[src/rtl/mac_drain_pkg.sv]
// mac_drain_pkg: shared types and helpers for the MAC drain stage.
//   state_t      - drain FSM states
//   idx_width()  - element index width, $clog2 with a floor of 1
//   sat_*()      - requantizer saturation limits for a given output width
package mac_drain_pkg;

    typedef enum logic {
        IDLE   = 1'b0,
        STREAM = 1'b1
    } state_t;

    function automatic int idx_width(input int n);
        return (n <= 2) ? 1 : $clog2(n);
    endfunction

    function automatic longint unsigned sat_umax(input int ow);
        return (longint'(1) << ow) - 1;
    endfunction

    function automatic longint sat_smax(input int ow);
        return (longint'(1) << (ow - 1)) - 1;
    endfunction

    function automatic longint sat_smin(input int ow);
        return -(longint'(1) << (ow - 1));
    endfunction

endpackage

[src/rtl/mac_drain_requant.sv]
// mac_requant: combinational requantizer, round-half-up right shift followed
// by saturation to OUT_WIDTH.
//   acc    - accumulator value (unsigned, or two's complement when
//            MAC_DRAIN_SIGNED_EN is defined)
//   shift  - right-shift amount, 0 passes acc through unrounded
//   result - saturated OUT_WIDTH element
// Build option: MAC_DRAIN_SIGNED_EN selects signed arithmetic and limits.
module mac_requant
    import mac_drain_pkg::*;
#(
    parameter int ACC_WIDTH   = 32,
    parameter int OUT_WIDTH   = 8,
    parameter int SHIFT_WIDTH = 5
) (
    input  logic [ACC_WIDTH-1:0]   acc,
    input  logic [SHIFT_WIDTH-1:0] shift,
    output logic [OUT_WIDTH-1:0]   result
);

    // Rounding bias 2^(s-1); one extra bit of headroom so acc + bias never wraps.
    logic [ACC_WIDTH:0] bias;

    always_comb begin
        bias = '0;
        if (shift != '0)
            bias = (ACC_WIDTH+1)'(1) << (shift - 1'b1);
    end

`ifdef MAC_DRAIN_SIGNED_EN
    localparam logic signed [ACC_WIDTH:0] SMAX = (ACC_WIDTH+1)'(sat_smax(OUT_WIDTH));
    localparam logic signed [ACC_WIDTH:0] SMIN = (ACC_WIDTH+1)'(sat_smin(OUT_WIDTH));

    logic signed [ACC_WIDTH:0] sum;
    logic signed [ACC_WIDTH:0] r;

    always_comb begin
        sum = $signed({acc[ACC_WIDTH-1], acc}) + $signed(bias);
        r   = sum >>> shift;
        if (r > SMAX)
            result = OUT_WIDTH'(SMAX);
        else if (r < SMIN)
            result = OUT_WIDTH'(SMIN);
        else
            result = r[OUT_WIDTH-1:0];
    end
`else
    localparam logic [ACC_WIDTH:0] UMAX = (ACC_WIDTH+1)'(sat_umax(OUT_WIDTH));

    logic [ACC_WIDTH:0] sum;
    logic [ACC_WIDTH:0] r;

    always_comb begin
        sum = {1'b0, acc} + bias;
        r   = sum >> shift;
        if (r > UMAX)
            result = '1;
        else
            result = r[OUT_WIDTH-1:0];
    end
`endif

endmodule

[src/rtl/mac_drain.sv]
// mac_drain: snapshots a row of MAC accumulators on start, pulses mac_clear
// so the MACs can begin the next tile, then streams the requantized snapshot
// out one element per valid/ready handshake.
//   clk, reset       - clock (rising edge), async active-low reset
//   start, shift     - capture request and shift amount (sampled together)
//   acc_in           - NUM_MACS packed accumulators, element i at [i*ACC_WIDTH +: ACC_WIDTH]
//   mac_clear        - one-cycle clear pulse to the MACs after capture
//   busy             - drain in progress
//   out_valid/ready  - output handshake
//   out_data         - requantized element, out_index its position,
//                      out_last marks element NUM_MACS-1
// Build option: MAC_DRAIN_SIGNED_EN (signed requantization, see mac_requant).
module mac_drain
    import mac_drain_pkg::*;
#(
    parameter int NUM_MACS    = 4,
    parameter int ACC_WIDTH   = 32,
    parameter int OUT_WIDTH   = 8,
    parameter int SHIFT_WIDTH = 5,
    localparam int IDX_W      = idx_width(NUM_MACS)
) (
    input  logic                          clk,
    input  logic                          reset,
    input  logic                          start,
    input  logic [NUM_MACS*ACC_WIDTH-1:0] acc_in,
    input  logic [SHIFT_WIDTH-1:0]        shift,
    output logic                          mac_clear,
    output logic                          busy,
    output logic                          out_valid,
    input  logic                          out_ready,
    output logic [OUT_WIDTH-1:0]          out_data,
    output logic [IDX_W-1:0]              out_index,
    output logic                          out_last
);

    state_t                               state, state_nxt;
    logic [IDX_W-1:0]                     index, index_nxt;
    logic                                 clear_nxt;
    logic                                 capture;
    logic                                 last_idx;
    logic [NUM_MACS-1:0][ACC_WIDTH-1:0]   shadow;
    logic [SHIFT_WIDTH-1:0]               shift_q;
    logic [OUT_WIDTH-1:0]                 req_result;

    assign last_idx = (index == IDX_W'(NUM_MACS - 1));

    // start is only looked at in IDLE, so a start on the final-handshake
    // edge (state still STREAM) is dropped without capture or clear.
    always_comb begin
        state_nxt = state;
        index_nxt = index;
        clear_nxt = 1'b0;
        capture   = 1'b0;
        case (state)
            IDLE: begin
                if (start) begin
                    state_nxt = STREAM;
                    index_nxt = '0;
                    clear_nxt = 1'b1;
                    capture   = 1'b1;
                end
            end
            STREAM: begin
                if (out_ready) begin
                    if (last_idx) begin
                        state_nxt = IDLE;
                        index_nxt = '0;
                    end else begin
                        index_nxt = index + 1'b1;
                    end
                end
            end
            default: state_nxt = IDLE;
        endcase
    end

    always_ff @(posedge clk or negedge reset) begin
        if (!reset) begin
            state     <= IDLE;
            index     <= '0;
            mac_clear <= 1'b0;
        end else begin
            state     <= state_nxt;
            index     <= index_nxt;
            mac_clear <= clear_nxt;
        end
    end

    // Snapshot holds the stream data; it is never read outside STREAM, so
    // it carries no reset.
    always_ff @(posedge clk) begin
        if (capture) begin
            shadow  <= acc_in;
            shift_q <= shift;
        end
    end

    mac_requant #(
        .ACC_WIDTH  (ACC_WIDTH),
        .OUT_WIDTH  (OUT_WIDTH),
        .SHIFT_WIDTH(SHIFT_WIDTH)
    ) u_requant (
        .acc   (shadow[index]),
        .shift (shift_q),
        .result(req_result)
    );

    assign busy      = (state == STREAM);
    assign out_valid = busy;
    assign out_index = index;
    assign out_last  = busy && last_idx;
    // Forced to zero outside STREAM so the uninitialised snapshot never shows.
    assign out_data  = busy ? req_result : '0;

endmodule

[config.mk]
export PLATFORM = sky130hd
export DESIGN_NAME = mac_drain
export DESIGN_NICKNAME = d
export VERILOG_FILES = /design/src/rtl/mac_drain_pkg.sv /design/src/rtl/mac_drain_requant.sv /design/src/rtl/mac_drain.sv
export SDC_FILE = /design/constraint.sdc
export NUM_CORES = 1
export LEC_CHECK = 0
export ABC_AREA = 1
export BUFFER_PORTS_ARGS = -buffer_cell sky130_fd_sc_hd__buf_2
export CAP_MARGIN = 20
export CORE_ASPECT_RATIO = 0.7
export CORE_MARGIN = 2
export CORE_UTILIZATION = 45
export CTS_CLUSTER_SIZE = 10
export DETAILED_ROUTE_END_ITERATION = 8
export PLACE_DENSITY_LB_ADDON = 0.3
export SLEW_MARGIN = 20
export SYNTH_ARGS = -nofsm -noshare
export SYNTH_HDL_FRONTEND = slang
export SYNTH_SLANG_ARGS = --single-unit
[constraint.sdc]
create_clock -name clk -period 6.5 [get_ports clk]
set_input_delay 0.325 -clock clk [delete_from_list [all_inputs] [get_ports clk]]
set_output_delay 0.325 -clock clk [all_outputs]
set_load 0.005 [all_outputs]
# == Word-level counts from Yosys, hierarchy flattened ==
# Cells that the tools add are included.
# totals
regBits,137
wordCells,36
output_inout_bits,14
input_bits,137
# classes
bitwise,1
n_eq_ne,3
n_lt_le_gt_ge,2
n_reduce_logical,3
muxes,14
n_addsub,3
shift,2
# op_table
cell,count
32-bit binary-select mux with 2-bit select,1
32-bit by 33-bit adder with 33-bit output,1
"33-bit by 8-bit > comparator with 1-bit output, second input constant",1
33-bit two-way mux,1
"1-bit by 5-bit left shift with 33-bit output, first input constant",1
33-bit by 5-bit right shift with 33-bit output,1
32-bit two-way mux,1
8-bit two-way mux,2
2-bit two-way mux,3
5-bit nonzero test,1
"5-bit by 1-bit subtractor with 5-bit output, second input constant",1
1-bit two-way mux,4
"2-bit inequality test, second input constant",2
2-bit one-hot mux with 2 select lines,1
"2-bit by 3-bit less-than comparator with 1-bit output, second input constant",1
"2-bit by 1-bit adder with 2-bit output, second input constant",1
"2-bit == test, second input constant",1
1-bit one-hot mux with 2 select lines,1
2-bit AND reduction,1
1-bit logical AND,1
1-bit NOT,1

# == Logic depth before layout (Yosys ltp) ==
# logic_depth
word_depth,8
ltp_mapped,35
depth_no_buf,34

# == Hierarchy ==
# Synthesis repeated with hierarchy kept, for this count alone.
# hier_totals
hier_cells,1523
area_unflattened_um2,10606.4
# modules_own_cells
mod,seq_area_each_um2,area_each_um2,cells_each,n_inst
mac_drain,4093.9,5784.3,517,1
mac_requant,0.0,4822.1,1006,1

# == Worst setup path after synthesis ==
# No wires, ideal clock.
# synth_timing
kind,register to register
start,register state (netlist: busy)
end,register mac_clear
period_less_slack_ns,6.862
arrival_ns,6.143
t_required_ns,5.782
n_path_buf,1
setup_slack_ns,-0.362
stages_incl_launch_ff,3
path_cell_list,dfrtp_1 buf_6 nor2_1
# synth_between
elab_chain_len,1
# synth_rtl
item,line,text
from (decl),mac_drain.sv:36,"state_t state, state_nxt;"
from (signal assigned),mac_drain.sv:83,state <= state_nxt;
1-bit two-way mux,n/a,
net capture,mac_drain.sv:39,logic capture;
to (signal assigned),mac_drain.sv:85,mac_clear <= clear_nxt;
to (decl),mac_drain.sv:27,"output logic mac_clear,"
# The timed path passes the listed nets, and every way through them passes these cells.
# A chain may end at the register's enable or synchronous reset.

# == Worst setup path in the final report ==
# layout_timing
start,register shift_q[2]
end,output out_data[3]
# layout_between
elab_chain_len,8
# layout_rtl
item,line,text
from (decl),mac_drain.sv:42,logic [SHIFT_WIDTH-1:0] shift_q;
from (signal assigned),mac_drain.sv:94,shift_q <= shift;
5-bit by 1-bit subtractor with 5-bit output,mac_drain_requant.sv:26,bias = (ACC_WIDTH+1)'(1) << (shift - 1'b1);
1-bit by 5-bit left shift with 33-bit output,mac_drain_requant.sv:26,
33-bit two-way mux,mac_drain_requant.sv:25,if (shift != '0)
32-bit by 33-bit adder with 33-bit output,mac_drain_requant.sv:53,"sum = {1'b0, acc} + bias;"
33-bit by 5-bit right shift with 33-bit output (*),mac_drain_requant.sv:54,r = sum >> shift;
33-bit by 8-bit > comparator with 1-bit output,mac_drain_requant.sv:55,if (r > UMAX)
8-bit two-way mux (*),mac_drain_requant.sv:55,
8-bit two-way mux (*),mac_drain.sv:113,assign out_data = busy ? req_result : '0;
to (decl),mac_drain.sv:31,"output logic [OUT_WIDTH-1:0] out_data,"
# Every way passes the cells marked *; elsewhere a longest branch is shown, timed or not.

==> flow_summary.yaml <==
timing:
  layout_min_cycle_time_ps: 5650
  max_slew_margin_pct: 32.0
  tns_ps: 0
  tightest_slew_ps: 1020
  fin_worst_skew_ps: 10.5
  hold_viol: 0
  finalSetupViolCount: 0
  slew_viol_final: 0
  fmax_mhz: 177
  rsz0062_at_grt: "false"
  period_share_pct: 86.9
floorplanning:
  die_area_sq_um: 23200
  die_h_microns: 128
  dieWidth_microns: 181
  core_area_sq_um: 21600
  io_pins: 151
  start_util_pct: 45.8
  rows: 45
global_routing:
  grt_max_degree: 101
  overflow: 0
  grt_util_all_layers_pct: 26.9
  antenna_found_initial: 1
  first_global_vias: 8952
  grt_pass1_wl_microns: 48000
critical_path:
  crit_fanout: 22
  crit_path_end_kind: "output pin"
  startpoint_type: "flip-flop"
  cp.required_ps: 6170
  r2r_slack_ps: 4030
  r2r-start: "busy"
  arrival_ps: 5320
  rr_endpoint: "shadow[85]"
  r2r_cells: 2
  crit_type: "reg -> out"
synth:
  synth_top_area_share_pct: 40.3
  synth_fp_nets: 1533
  synth_edf_count: 133
  yosysSeqAreaShare_pct: 41.3
  ys_types: 49
  ys_ff_latch: 137
  synth_commonest_cells: "nand2_1 (410), inv_1 (178), nand3_1 (166)"
  ys.flop_type: "edfxtp_1"
  synth.yosys.warnings: 0
  synth-async-reset-ratio_pct: 2.92
  synth_cells: 1362
  synth_area_leaders: "edfxtp_1 (40%), nand2_1 (16%), nand3_1 (8.4%)"
  syn_area_sq_um: 9910
  avgSynthCellArea_sq_um: 7.27
  synth.most_common_cell: "nand2_1"
  yosysTopAreaCell: "edfxtp_1"
drt:
  met3_length_microns: 3260
  vias_per_cell: 5.47
  wl_per_cell_microns: 17.1
  drc: 0
  wirelength_microns: 30600
  vias: 9816
  wl_met2_microns: 12900
  dr.pass1.iters: 6
  m1WireLength_microns: 13800
  top_layer: "met4"
  antenna_left: 0
  drt_iter0_drc: 1124
placement:
  dpl.hpwl_microns: 23500
  port_buffers: 150
  place_congestion: 0.985
cells_and_area:
  drive_gt1_share_pct: 17.2
  area_growth_pct: 15.9
  utilization_pct: 53.1
  nNetsFinal: 1671
  nFillCells: 2106
hold_path:
  hp-start: "acc_in[101]"
  hold_class: "in -> reg"
  hold_end: "shadow[101]"
  hold_depth: 1
clock_network:
  htree_levels: 4
  insertion_delay_ps: 430
  path_clk_slew_ps: 70
  cts_root_buffer: "clkbuf_16"
  cts_hold_buf: 1
  cts-resized-gates: 0
  cts_buffers: 17
  cts_sinks: 137
  cts_tree: "yes"
  cts_max_path_buffers: 2
  cts_setup_buffers: 0
power:
  leakage_nw: 5.53
  worst_ir_drop_vdd_mv: 0.206
  power_density_nw_per_um2: 394
flow_run:
  maxCapViolations: 0
status:
  status: "finished, final reports clean"
==> layout by cell type, fill, tap and decap left out, types with 3 or more instances in the layout <==
master / n
o22ai_1: 31
o21ai_1: 3
inv_1: 177
nor2_1: 147
o221ai_1: 3
nand2_4: 3
a31oi_1: 4
nand4_1: 10
buf_4: 17
dfrtp_1: 3
nand2_2: 24
edfxtp_1: 133
clkbuf_16: 17
clkinvlp_4: 3
ha_1: 33
o21ai_0: 78
xnor2_1: 5
buf_2: 150
nor2_2: 6
nand2_1: 410
o21a_1: 3
nor2_4: 4
a21oi_1: 22
nand3_1: 166
clkinv_4: 5
nor3_1: 4
nand3_2: 15
==> layout make-up <==
cell class | instances | area, sq um | share of cell area, %
Timing Repair Buffer | 169 | 908 | 7.91
Inverter | 179 | 672 | 5.85
Sequential cell | 137 | 4100 | 35.7
Multi-Input combinational cell | 996 | 4880 | 42.5
Clock buffer | 17 | 425 | 3.70
Clock inverter | 15 | 145 | 1.26
Tap cell | 282 | 353 | 3.07
Antenna cell | 1 | 2.50 | 0.0218
==> kinds of logic after synthesis <==
logic type                 synth area share (%)
DFF                                        41.3
buffers and inverters                      9.47
adders and majority gates                  4.37
xor gates and xnor gates                  0.619
other                                    0.0379
and+or+nand+nor                            35.2
AOI/OAI and AO/OA                          8.94
==> registers in the layout, indices dropped and copies added (netlist names) <==
name / cells
mac_clear: 1
shift_q: 5
shadow: 128
out_index: 2
busy: 1
==> per-layer routing <==
| layer | GRT usage, % | vias to the layer above |
|---|---|---|
| met4 | 7.89 | 0 |
| met1 | 38.6 | 4505 |
| met3 | 6.31 | 48 |
| met2 | 40.5 | 500 |
| li1 | - | 4763 |
| met5 | 0 | - |
==> worst max-delay path, cell delays in order (launching register included) <==
cell and delay [ps]:
edfxtp_1 490, inv_1 60, buf_4 220, nor2_1 570
inv_1 270, nor3_1 500, ha_1 390, nand2_1 150
inv_1 80, a21oi_1 140, nand2_1 110, a21oi_1 270
nand3_1 150, nand3_1 120, nand3_1 90, nand2_2 160
nand2_1 60, nand2_1 100, nand2_1 60, nand2_1 140
nand2_1 70, nor2_1 90, nand3_1 110, nand2_2 150
nand3_1 100, nand2_1 70, inv_1 50, buf_2 120
==> how the worst max path moves through the flow <==
stage	cells after the start	startpoint	slack (ps)	endpoint
final	27	shift_q[2]	850	out_data[3]
after global routing	29	shift_q[2]	430	out_data[3]
after CTS	27	shift_q[2]	1040	out_data[3]
after detailed placement	27	shift_q[2]	1520	out_data[3]
after global placement	27	shift_q[2]	1540	out_data[2]
after floorplan	2	busy	1970	shadow[0]
==> per-stage QoR <==
step	setup slack (ps)	cell area [sq um]	total power, mW	hold WS [ps]	std cells
2_1_floorplan	1970	9910	2.92	29.4	1362
3_3_place_gp	1540	10900	3.55	140	1762
3_5_place_dp	1520	10900	3.56	141	1762
4_1_cts	1040	11500	4.51	46.6	1795
5_1_grt	432	11500	4.87	48.5	1795
6_report	853	11500	4.53	64.4	1796
==> report_power, final <==
part	internal [mW]	switching [mW]	total, mW
Combinational	0.759	1.68	2.44
Sequential	1.12	0.0495	1.17
Clock	0.533	0.392	0.925
Total	2.41	2.12	4.53
No activity file was read; power rests on OpenSTA's default activity.
